**src/rtl/pe_operand_feeder.sv**
```systemverilog
// Operand sequencer for the dot-product PE: one command -> K paired buffer reads -> one PE stream.
// Optional FEEDER_PERF_CNT_EN adds busy-cycle and command counters (ports are tied to 0 otherwise).
module pe_operand_feeder #(
  parameter int DATA_WIDTH = 32,
  parameter int ADDR_WIDTH = 8,
  parameter int LEN_WIDTH  = 8
) (
  input  logic                  clk,
  input  logic                  clr,
  input  logic                  cmd_valid,
  output logic                  cmd_ready,
  input  logic [LEN_WIDTH-1:0]  cmd_len,
  input  logic [ADDR_WIDTH-1:0] cmd_a_base,
  input  logic [ADDR_WIDTH-1:0] cmd_a_stride,
  input  logic [ADDR_WIDTH-1:0] cmd_b_base,
  input  logic [ADDR_WIDTH-1:0] cmd_b_stride,
  output logic                  rd_en,
  output logic [ADDR_WIDTH-1:0] a_addr,
  output logic [ADDR_WIDTH-1:0] b_addr,
  input  logic [DATA_WIDTH-1:0] a_rdata,
  input  logic [DATA_WIDTH-1:0] b_rdata,
  output logic                  pe_start,
  output logic                  pe_valid,
  output logic                  pe_last,
  output logic [DATA_WIDTH-1:0] pe_a,
  output logic [DATA_WIDTH-1:0] pe_b,
  output logic                  busy,
  output logic                  done,
  output logic [31:0]           perf_busy_cycles,
  output logic [15:0]           perf_cmds
);

  typedef enum logic {IDLE, ISSUE} state_e;

  state_e                state_q, state_d;
  logic [LEN_WIDTH-1:0]  idx_q, idx_d;
  logic [LEN_WIDTH-1:0]  len_q, len_d;
  logic [ADDR_WIDTH-1:0] a_addr_q, a_addr_d, b_addr_q, b_addr_d;
  logic [ADDR_WIDTH-1:0] a_stride_q, a_stride_d, b_stride_q, b_stride_d;
  logic                  pe_valid_q, pe_valid_d;
  logic                  pe_start_q, pe_start_d;
  logic                  pe_last_q, pe_last_d;
  logic                  zdone_q, zdone_d;
  logic                  accept, issuing, last_issue;

  assign accept     = cmd_valid && (state_q == IDLE);
  assign issuing    = (state_q == ISSUE);
  assign last_issue = issuing && (idx_q == len_q - LEN_WIDTH'(1));

  always_comb begin
    state_d    = state_q;
    idx_d      = idx_q;
    len_d      = len_q;
    a_addr_d   = a_addr_q;
    b_addr_d   = b_addr_q;
    a_stride_d = a_stride_q;
    b_stride_d = b_stride_q;
    // Flags ride one cycle behind the read strobe so they line up with returned data.
    pe_valid_d = issuing;
    pe_start_d = issuing && (idx_q == '0);
    pe_last_d  = last_issue;
    zdone_d    = accept && (cmd_len == '0);
    case (state_q)
      IDLE: begin
        if (accept && (cmd_len != '0)) begin
          state_d    = ISSUE;
          idx_d      = '0;
          len_d      = cmd_len;
          a_addr_d   = cmd_a_base;
          b_addr_d   = cmd_b_base;
          a_stride_d = cmd_a_stride;
          b_stride_d = cmd_b_stride;
        end
      end
      ISSUE: begin
        if (last_issue) begin
          state_d = IDLE;
        end else begin
          idx_d    = idx_q + LEN_WIDTH'(1);
          a_addr_d = a_addr_q + a_stride_q;
          b_addr_d = b_addr_q + b_stride_q;
        end
      end
      default: state_d = IDLE;
    endcase
  end

  always_ff @(posedge clk) begin
    if (clr) begin
      state_q    <= IDLE;
      idx_q      <= '0;
      len_q      <= '0;
      a_addr_q   <= '0;
      b_addr_q   <= '0;
      a_stride_q <= '0;
      b_stride_q <= '0;
      pe_valid_q <= 1'b0;
      pe_start_q <= 1'b0;
      pe_last_q  <= 1'b0;
      zdone_q    <= 1'b0;
    end else begin
      state_q    <= state_d;
      idx_q      <= idx_d;
      len_q      <= len_d;
      a_addr_q   <= a_addr_d;
      b_addr_q   <= b_addr_d;
      a_stride_q <= a_stride_d;
      b_stride_q <= b_stride_d;
      pe_valid_q <= pe_valid_d;
      pe_start_q <= pe_start_d;
      pe_last_q  <= pe_last_d;
      zdone_q    <= zdone_d;
    end
  end

  assign cmd_ready = (state_q == IDLE);
  assign rd_en     = issuing;
  assign a_addr    = a_addr_q;
  assign b_addr    = b_addr_q;
  assign pe_valid  = pe_valid_q;
  assign pe_start  = pe_start_q;
  assign pe_last   = pe_last_q;
  assign pe_a      = pe_valid_q ? a_rdata : '0;
  assign pe_b      = pe_valid_q ? b_rdata : '0;
  assign done      = (pe_valid_q && pe_last_q) || zdone_q;
  assign busy      = issuing || pe_valid_q;

`ifdef FEEDER_PERF_CNT_EN
  logic [31:0] busy_cnt_q, busy_cnt_d;
  logic [15:0] cmd_cnt_q, cmd_cnt_d;

  always_comb begin
    busy_cnt_d = busy ? busy_cnt_q + 32'd1 : busy_cnt_q;
    cmd_cnt_d  = done ? cmd_cnt_q + 16'd1 : cmd_cnt_q;
  end

  always_ff @(posedge clk) begin
    if (clr) begin
      busy_cnt_q <= '0;
      cmd_cnt_q  <= '0;
    end else begin
      busy_cnt_q <= busy_cnt_d;
      cmd_cnt_q  <= cmd_cnt_d;
    end
  end

  assign perf_busy_cycles = busy_cnt_q;
  assign perf_cmds        = cmd_cnt_q;
`else
  assign perf_busy_cycles = '0;
  assign perf_cmds        = '0;
`endif

endmodule

```
**config.mk**
```make
export PLATFORM = sky130hd
export DESIGN_NAME = pe_operand_feeder
export DESIGN_NICKNAME = d
export VERILOG_FILES = /design/src/rtl/pe_operand_feeder.sv
export SDC_FILE = /design/constraint.sdc
export NUM_CORES = 1
export LEC_CHECK = 0
export ABC_AREA = 1
export CAP_MARGIN = 10
export CORE_ASPECT_RATIO = 0.75
export CORE_MARGIN = 3
export CORE_UTILIZATION = 25
export CTS_BUF_LIST = sky130_fd_sc_hd__clkbuf_4
export DETAILED_ROUTE_END_ITERATION = 10
export HOLD_SLACK_MARGIN = 0.08
export PLACE_DENSITY = 0.7
export SLEW_MARGIN = 0
export SYNTH_ARGS = -nofsm -noshare
export SYNTH_HDL_FRONTEND = slang
export SYNTH_SLANG_ARGS = --single-unit
```
**constraint.sdc**
```tcl
create_clock -name clk -period 1.9 [get_ports clk]
set_clock_uncertainty 0.05 [all_clocks]
set_input_delay 0.19 -clock clk [delete_from_list [all_inputs] [get_ports clk]]
set_output_delay 0.19 -clock clk [all_outputs]
set_load 0.005 [all_outputs]
```
* After elaboration in Yosys (flattened, before gate mapping)
Index checks and enable logic that the tools add are counted.
** Cells by class
- $add $sub $neg :: 4
- Equal/unequal tests :: 3
- Multiplexer cells :: 14
- Bitwise operators :: 1
- Reduce and logical (&&, ||, !) cells :: 13
** Operator list (count)
- two-way mux 32 bit :: 2
- two-way mux 8 bit :: 6
- case mux 8 bit (2 select lines) :: 3
- adder 8 bit :: 2
- logical NOT 8 bit :: 2
- adder 8 x 1 -> 8 bit (second input constant) :: 1
- == test 8 bit :: 1
- nonzero test 8 bit :: 1
- subtractor 8 x 1 -> 8 bit (second input constant) :: 1
- logical AND 1 bit :: 6
- AND reduction 2 bit :: 2
- logical OR 1 bit :: 2
- two-way mux 1 bit :: 2
- inequality test 2 x 1 -> 1 bit (second input constant) :: 1
- inequality test 2 bit (second input constant) :: 1
- case mux 1 bit (2 select lines) :: 1
- NOT 1 bit :: 1
** Word-level totals
- Register bits :: 53
- Input bits :: 107
- Output and inout bits :: 135

* Depth between registers and ports, before layout
- Word-level depth :: 5
- Gate-level depth with buffers :: 16
- Depth with buffers taken out :: 15

* Worst setup path before layout
Ideal clock, no wire load.
- Kind :: register -> register
- Start :: register len_q[0]
- End :: register a_addr_q[1], in the netlist a_addr[1]
- Library setup time :: 113 ps
- Data arrival time :: 1695 ps
- Required time :: 1737 ps
- Path slack :: 43 ps
- Stages on the path, launching flop included :: 16
- Path buffers :: 1
- Cells stage by stage :: dfxtp_1 inv_1 ha_1 inv_1 nand2_1 nand3_1 nand2_1 nor2_1 nand2_1 nor2_2 nand2_2 nand2_4 nand2_4 buf_4 nor2_1 nor2_1
** On the way
- Cells in the longest elaborated chain, start to end :: 5
** Ends and longest elaborated chain
- start: declaration :: line 37 : logic [LEN_WIDTH-1:0] len_q, len_d;
- start signal: assignment :: line 104 : len_q <= len_d;
- subtractor 8 x 1 -> 8 bit :: line 48 : assign last_issue = issuing && (idx_q == len_q - LEN_WIDTH'(1));
- == test 8 bit :: line 48
- logical AND 1 bit :: line 48
- inequality test 2 bit (no source line)
- AND reduction 2 bit (no source line)
- end signal: assignment :: line 105 : a_addr_q <= a_addr_d;
- end: declaration :: line 38 : logic [ADDR_WIDTH-1:0] a_addr_q, a_addr_d, b_addr_q, b_addr_d;
Every way passes these cells.
A chain may end at the register's enable or synchronous reset.

* Final worst setup path
- Start :: register len_q[0]
- End :: register idx_q[3]
** On the way
- Cells in the longest elaborated chain, start to end :: 5
** Ends and longest elaborated chain
- subtractor 8 x 1 -> 8 bit :: line 48
- == test 8 bit :: line 48
- logical AND 1 bit :: line 48
- inequality test 2 bit (no source line)
- AND reduction 2 bit (no source line)
- end signal: assignment :: line 103 : idx_q <= idx_d;
- end: declaration :: line 36 : logic [LEN_WIDTH-1:0] idx_q, idx_d;
Every way passes these cells.

==> results by stage <==
Detailed routing:
- The met1 wire length is 6620 µm.
- The number of design-rule violations left by the first detailed-router iteration is roughly 270.
- The detail route stage leaves a number of antenna-violating nets equal to 0.
- Dividing the detail-routed wire length by the instance count gives 13.33 µm.
- Summed over all nets, wire length on met3 after detailed routing comes to 975 µm.
- In the detailed route, the total length drawn on met2 is about 6500 µm.
- Dividing the detail-routed via count by the number of cells gives 4.161.
- The total routed wirelength is approximately 14000 µm.
- The topmost layer with routed signal wires is met4.
- The total DRC errors in the routed layout is 0.
- The pre-antenna-repair detailed-routing pass consisted of 4 iterations.
- Detailed routing inserted a total of 4448 vias.

Global route:
- The number of antenna violations at the first check in global routing was 0.
- The largest net degree at the start of global routing is 42.
- The first global-routing pass estimated 20500 µm of wire.
- The remaining global-route overflow is 0.
- The via count of the first global-routing pass came to 3955.
- The all-layer global routing usage is 14.03%.

Timing:
- The count of endpoints failing hold in the final timing report is 0.
- The final worst setup slack is 70.65 ps.
- Based on the critical path, the design can be clocked at up to 0.5466 GHz.
- Of the available clock period, the critical path in the final layout requires a little over nine tenths.
- Setup repair after global routing could not meet its margin everywhere.
- The number of pins exceeding their max-slew limit in the final report came to 0.
- The number of failing setup endpoints in the final timing report is 0.
- The final critical path time including I/O delays and setup is roughly 1800 ps.

Layout:
- Fill cells in the final layout number 1598.
- The area overhead of the layout relative to synthesis is 61.32%.
- With fillers left out, the area of the finished cells amounts to roughly 6600 µm².
- 0 antenna diodes ended up in the layout.
- In the final layout, the share of cells above drive strength 1 is 9.838%.
- Leaving out fill and tap cells, the most frequent cell in the layout is nand2_1.
- In the final design database the tool counted 991 nets.
- The top cell types in the final layout, fill and taps aside, are 159 x nand2_1, 144 x clkdlybuf4s50_1, 95 x inv_1, 79 x nor2_1, 48 x conb_1.

Setup path:
- The critical path endpoint category is a flip-flop.
- The reg-to-reg critical path startpoint is len_q[0].
- The depth of the worst register-to-register path is 15.
- The critical path is of the reg -> reg type.
- For the worst setup path, the data required time is 2110 ps.
- Setup slack on the worst reg-to-reg path comes out at 70 ps.
- STA puts the critical path data arrival time at between 2000 and 2500 ps.
- In this run the worst path has a maximum fanout of 8.
- The kind of start point of the critical path is a flip-flop.
- The worst register-to-register path ends at idx_q[3].

Pwr:
- The total power divided by cell area is between 400 and 500 nW/µm².
- The share of total power dissipated in sequential elements is 41.6%.
- The clock network burns 15.5% of the power.
- VDD sags by at most between 0.0002 and 0.00025 V.
- In this run the static leakage power is roughly 4 nW.
- The power spent charging and discharging nets is 1.040 mW.
- Internal power comes to 2.038 mW.
- Net switching is 33.79% of the power.
- Of the total power, combinational logic draws 42.9%.

Yosys:
- Yosys printed 0 warnings.
- The area share of the largest cell type after synthesis is 26.01%.
- Synthesis handed over a netlist of 652 instances.
- The sequential area share after synthesis is 26.01%.
- The number of different library cells used by synthesis comes to 35.
- The number of register bits inferred by synthesis is 53.
- dfxtp_1 takes more of the synthesized area than any other cell.
- The per-instance average area after synthesis is 6.256 µm².
- Yosys attributes the largest share of cell area to dfxtp_1 26%, nand2_1 15%, buf_4 9.2%, inv_1 8.9%, nor2_1 7.5%.
- The area of the mapped netlist is 4079 µm².

Die:
- The area inside the core boundary is 15620 µm².
- The floorplan step defined a die boundary enclosing 17900 µm².
- Row generation in the floorplan step produced 39 rows.
- The number of primary I/O pins is 242.
- The die is 153.5 µm wide.
- The chip height is 116.6 µm.
- Once the floorplan was initialized, standard cells occupied approximately a quarter of the core.

Clock tree:
- The clock-pin slew reported for the worst setup and hold paths after clock tree synthesis is 140 ps.
- The clock net in this run drives a total of 53 sinks.
- The CTS H-tree depth is 2.
- The library cell used as clock root buffer is clkbuf_4.
- In this run, CTS created clock tree buffers numbering 5.
- The clock reaches the later pin of the worst-skew pair after 380 ps.
- TritonCTS built the clock tree.
- The hold-fix buffer count after cts is 0.
- The worst-case clock buffer depth is 2.

Placed design:
- The count of buffers added on input and output ports is 193.
- In this run the cell area measured after placement is 6227 µm².
- After legalization and detailed placement, the total HPWL measured around 11000 µm.
- The routability-driven placement congestion ratio is ~0.88.
- Prior to clock tree synthesis, the placed netlist has a worst setup slack of -132.0 ps.

Min path:
- The end point of the most critical hold path is len_q[7].
- The tightest min-delay check is of the in -> reg type.
- Along the worst hold path, the cell count comes to 3.
- The origin of the worst min-delay path is cmd_len[7].

Run status:
- The flow ran to the end, and the final reports show no timing, DRC or antenna violations.

Flow run:
- The max-capacitance violation count is 0.
-- worst max path at each step --
| stage | startpoint | endpoint | slack, ps | depth (start not counted) |
|---|---|---|---|---|
| 6_report | len_q[0] | idx_q[3] | 70 | 15 |
| 5_1_grt | len_q[0] | b_addr[2] | -100 | 16 |
| 4_1_cts | pe_valid | pe_a[3] | -2 | 4 |
| 3_5_place_dp | cmd_len[0] | b_addr[5] | -130 | 7 |
| 3_3_place_gp | cmd_len[0] | a_addr[2] | -50 | 8 |
| 2_1_floorplan | len_q[0] | a_addr[1] | 40 | 15 |
-- sequential cells by signal (all words and copies together), names as in the netlist --
name	count
len_q	8
a_stride_q	8
b_stride_q	8
pe_start	1
zdone_q	1
pe_last	1
pe_valid	1
b_addr	8
a_addr	8
rd_en	1
idx_q	8
-- metal layers --
metal	GRT usage (%)	vias to the layer above
met5	0	-
met4	1.941	0
met3	2.741	8
met2	22.13	168
met1	20.42	1952
li1	-	2320
-- synth_stat cells, drive strengths merged --
cell type	count
buf	62
nand3	30
nand2	166
nor2	84
a21o	1
or2	2
dfxtp	53
o21a	2
fa	2
nor3	4
a21oi	26
mux2i	4
nor4	2
inv	103
clkinv	1
a31oi	2
xor2	13
ha	17
nor3b	1
nand3b	9
xnor2	8
nand4	11
o21ai	35
conb	1
clkbuf	13
-- power by group through the flow --
stage          registers, mW  logic [mW]  clock network (mW)
6_report                1.28        1.32               0.477
5_1_grt                 1.29        1.47               0.546
4_1_cts                 1.28        1.25               0.510
3_5_place_dp            1.30        1.25                   0
3_3_place_gp            1.30        1.23                   0
2_1_floorplan           1.29       0.699                   0
-- timing repair --
action	4_1_cts	5_1_grt
endpoints found under the setup margin	62	67
cloned	1	4
buffers inserted	0	7
resized for setup	27	52
pin swaps	0	14
-- logic make-up (layout without fill, tap and decap cells) --
logic type,count (synthesis),count (layout),synth area share [%]
simple gates,309,309,32.12
buf+inv,179,344,21.66
compound gates,66,66,8.435
flops,53,53,26.01
xor+xnor,21,21,4.509
fa+ha+maj,19,19,6.196
mux,4,4,0.9816
other cells,1,48,0.09194
-- worst max-delay path: stages (launching register included) --
cell and delay [ps]:
dfxtp_2 360, inv_2 50, ha_4 170, inv_2 60
nand2_1 60, nand3_2 60, nand2_2 60, nor2_2 100
nand2_1 70, nor2_2 120, nand2_2 90, nand2_4 100
nand2_4 80, buf_4 180, nand2_1 60, a21oi_1 50
-- final cells by class --
type / instances / area, µm² / area share (%)
clock buffers: 5 / 37.54 / 0.5705
clock inverters: 1 / 5.005 / 0.07606
inverters: 104 / 392.9 / 5.971
multi-input cells: 467 / 2370 / 36.01
flip-flops and latches: 53 / 1071 / 16.28
well taps: 205 / 256.5 / 3.898
repair buffers: 234 / 2447 / 37.19
-- metrics by stage --
step	cells	hold WS (ps)	setup TNS, ps	total power, mW	utilization (%)
5_1_grt	1069	348.6	-1302	3.314	42.14
3_5_place_dp	1052	428.0	-2109	2.552	39.88
6_report	1069	343.7	0	3.078	42.14
3_3_place_gp	1052	419.0	-434.0	2.535	39.88
2_1_floorplan	699	216.8	0	1.989	-
4_1_cts	1059	311.9	-1.705	3.046	40.27
(Power assumes the default switching activity.)
==> patch: new RTL, config.mk and constraints unchanged <==
Build with the macro `FEEDER_PERF_CNT_EN` defined.
--- a/src/rtl/pe_operand_feeder.sv
+++ b/src/rtl/pe_operand_feeder.sv
@@ -2,2 +2,4 @@
 // Optional FEEDER_PERF_CNT_EN adds busy-cycle and command counters (ports are tied to 0 otherwise).
+`define FEEDER_PERF_CNT_EN
+
 module pe_operand_feeder #(
Formal check against the unedited RTL: not equivalent (Yosys sat finds a counterexample within 4 cycles, from zero or initial values).
==> patch against the original RTL <==
The flow now finishes with violations (setup timing). Area after synthesis grew 45%. Total power grew 69%. Routed wire length grew 58%. Sequential cell count grew 48. Sequential share of layout area grew 4.2 points. Die area grew 43%. Sequential power grew 80%. Final cell count grew 44%. Design area grew 52%. Worst setup slack lost 140 ps.
==> patch: results (changes against the original RTL) <==
| Metric | Value |
|---|---|
| Starting DRC count in detailed routing | 508 (+91%) |
| Peak supply drop | 0.0003039 V (+30%) |
| GP Congestion | 0.8659 (-1.3%) |
| Vias in the first global route | 6415 (+62%) |
| Synth area leaders | dfxtp_1 34%, nand2_1 14%, inv_1 9.5% |
| Commonest cells in the netlist | 217 x nand2_1, 149 x inv_1, 114 x nor2_1, 101 x dfxtp_1, 64 x o21ai_0 |
| Vias per Instance | 4.561 (+9.6%) |
| Crit path DAT | 2370 ps (+330 ps) |
| Crit Path Max Fanout | 7 (-1) |
| Port bufs | 241 (+25%) |
| Layout cells sized above 1 | 23.32% (+13 points) |
| Final worst setup slack | -66.37 ps (-137.0 ps) |
| Register area share after synthesis | 34.24% (+8.2 points) |
| Nets@finish | 1358 (+37%) |
| Grt met1 use | 21.56% (+1.1 points) |
| Status | finished with violations |
| H-tree depth | 3 (+1) |
| Total GRT Usage | 16.27% (+2.2 points) |
| Num CTS Buffers | 9 (+4) |
| Fillers | 2298 (+44%) |
| Number of antenna violations at the first check in global routing | 1 (+1) |
| Setup Viol. Count Final | 35 (+35) |
| Leak Pwr | 4.833 nW (+24%) |
| GR met2 Demand/Resource | 25.92% (+3.8 points) |
| Sw frac | 34.44% (+0.65 points) |
| Post-place instance area | 0.008967 mm2 (+44%) |
| Synth cell types | 40 (+14%) |
| Top-area cell type share of the netlist area | 34.24% (+8.2 points) |
| First-pass GRT wire length | 33630 um (+64%) |
| Worst skew pair latency | 520 ps (+140 ps) |
| Failing checks | setup timing |
| Met3 usage | 4.300% (+1.6 points) |
| Clock slew at reported path FFs | 190 ps (+50 ps) |
| Largest net degree at the start of global routing | 62 (+48%) |
patch: changes by cell type in the layout (fill, tap and decap cells not counted), sizes merged, moves of 32 or more:
cell / delta
conb: -48
inv: +55
nor2: +32
buf: +48
nand2: +57
dfxtp: +48
clkbuf: +45
patch: area by class of cell:
type / count / area [um2] / share of cell area [%]
Timing Repair Buffer: 330 / 3214 / 32.06
Multi-Input combinational cell: 630 / 3611 / 36.02
Sequential cell: 101 / 2049 / 20.44
Clock inverter: 7 / 96.34 / 0.9609
Clock buffer: 9 / 67.56 / 0.6739
Tap cell: 300 / 375.4 / 3.744
Inverter: 158 / 609.3 / 6.078
Antenna cell: 1 / 2.502 / 0.02496
patch: metal layers:
metal / share of wire, % / routed length (um)
met5: 0 / 0
met4: 1.9 / 429
met3: 6.4 / 1450
met2: 45 / 10040
met1: 47 / 10580
patch: through the flow:
step,total power [mW],worst slack [ps],TNS [ps],instances
floorplan,2.976,45.07,0,918
global placement,3.642,-64.59,-553.1,1473
detailed placement,3.668,-134.9,-2293,1473
CTS,5.143,-223.2,-1675,1507
global route,5.513,-171.6,-5447,1536
finish,5.212,-66.37,-699.6,1536
patch: what timing repair did:
item                       4_1_cts  5_1_grt
gates resized for setup        134      184
setup buffers                   10       24
pin swaps                       25       12
gates cloned                     8        4
setup endpoints to repair       98       74
patch: cell families after synthesis:
family / share of synthesized area, %
simple gates: 31.87
buf+inv: 12.52
compound gates: 12.57
flops: 34.24
xor+xnor: 3.412
fa+ha+maj: 4.704
mux: 0.6781
patch: path summary, 6_finish.rpt:
path,start,end,slack (ps),depth (start not counted)
max,len_q[0],a_addr[3],-70,17
min,cmd_valid,zdone_q,190,3
max reg2reg,len_q[0],a_addr[3],-70,17
min reg2reg,perf_cmds[8],perf_cmds[8],450,2
patch: worst reg2reg max path: cells and delay by family (launching register included):
kind,cells,cell delay [ps]
buffers and inverters,4,330
DFF,1,370
adders and majority gates,1,260
and+or+nand+nor,12,940
patch: power groups by stage:
stage	combinational (mW)	sequential [mW]	clock, mW
after global placement	1.30	2.34	0
after floorplan	0.648	2.33	0
after CTS	1.50	2.30	1.34
after detailed placement	1.33	2.34	0
final	1.64	2.31	1.26
after global routing	1.80	2.32	1.40
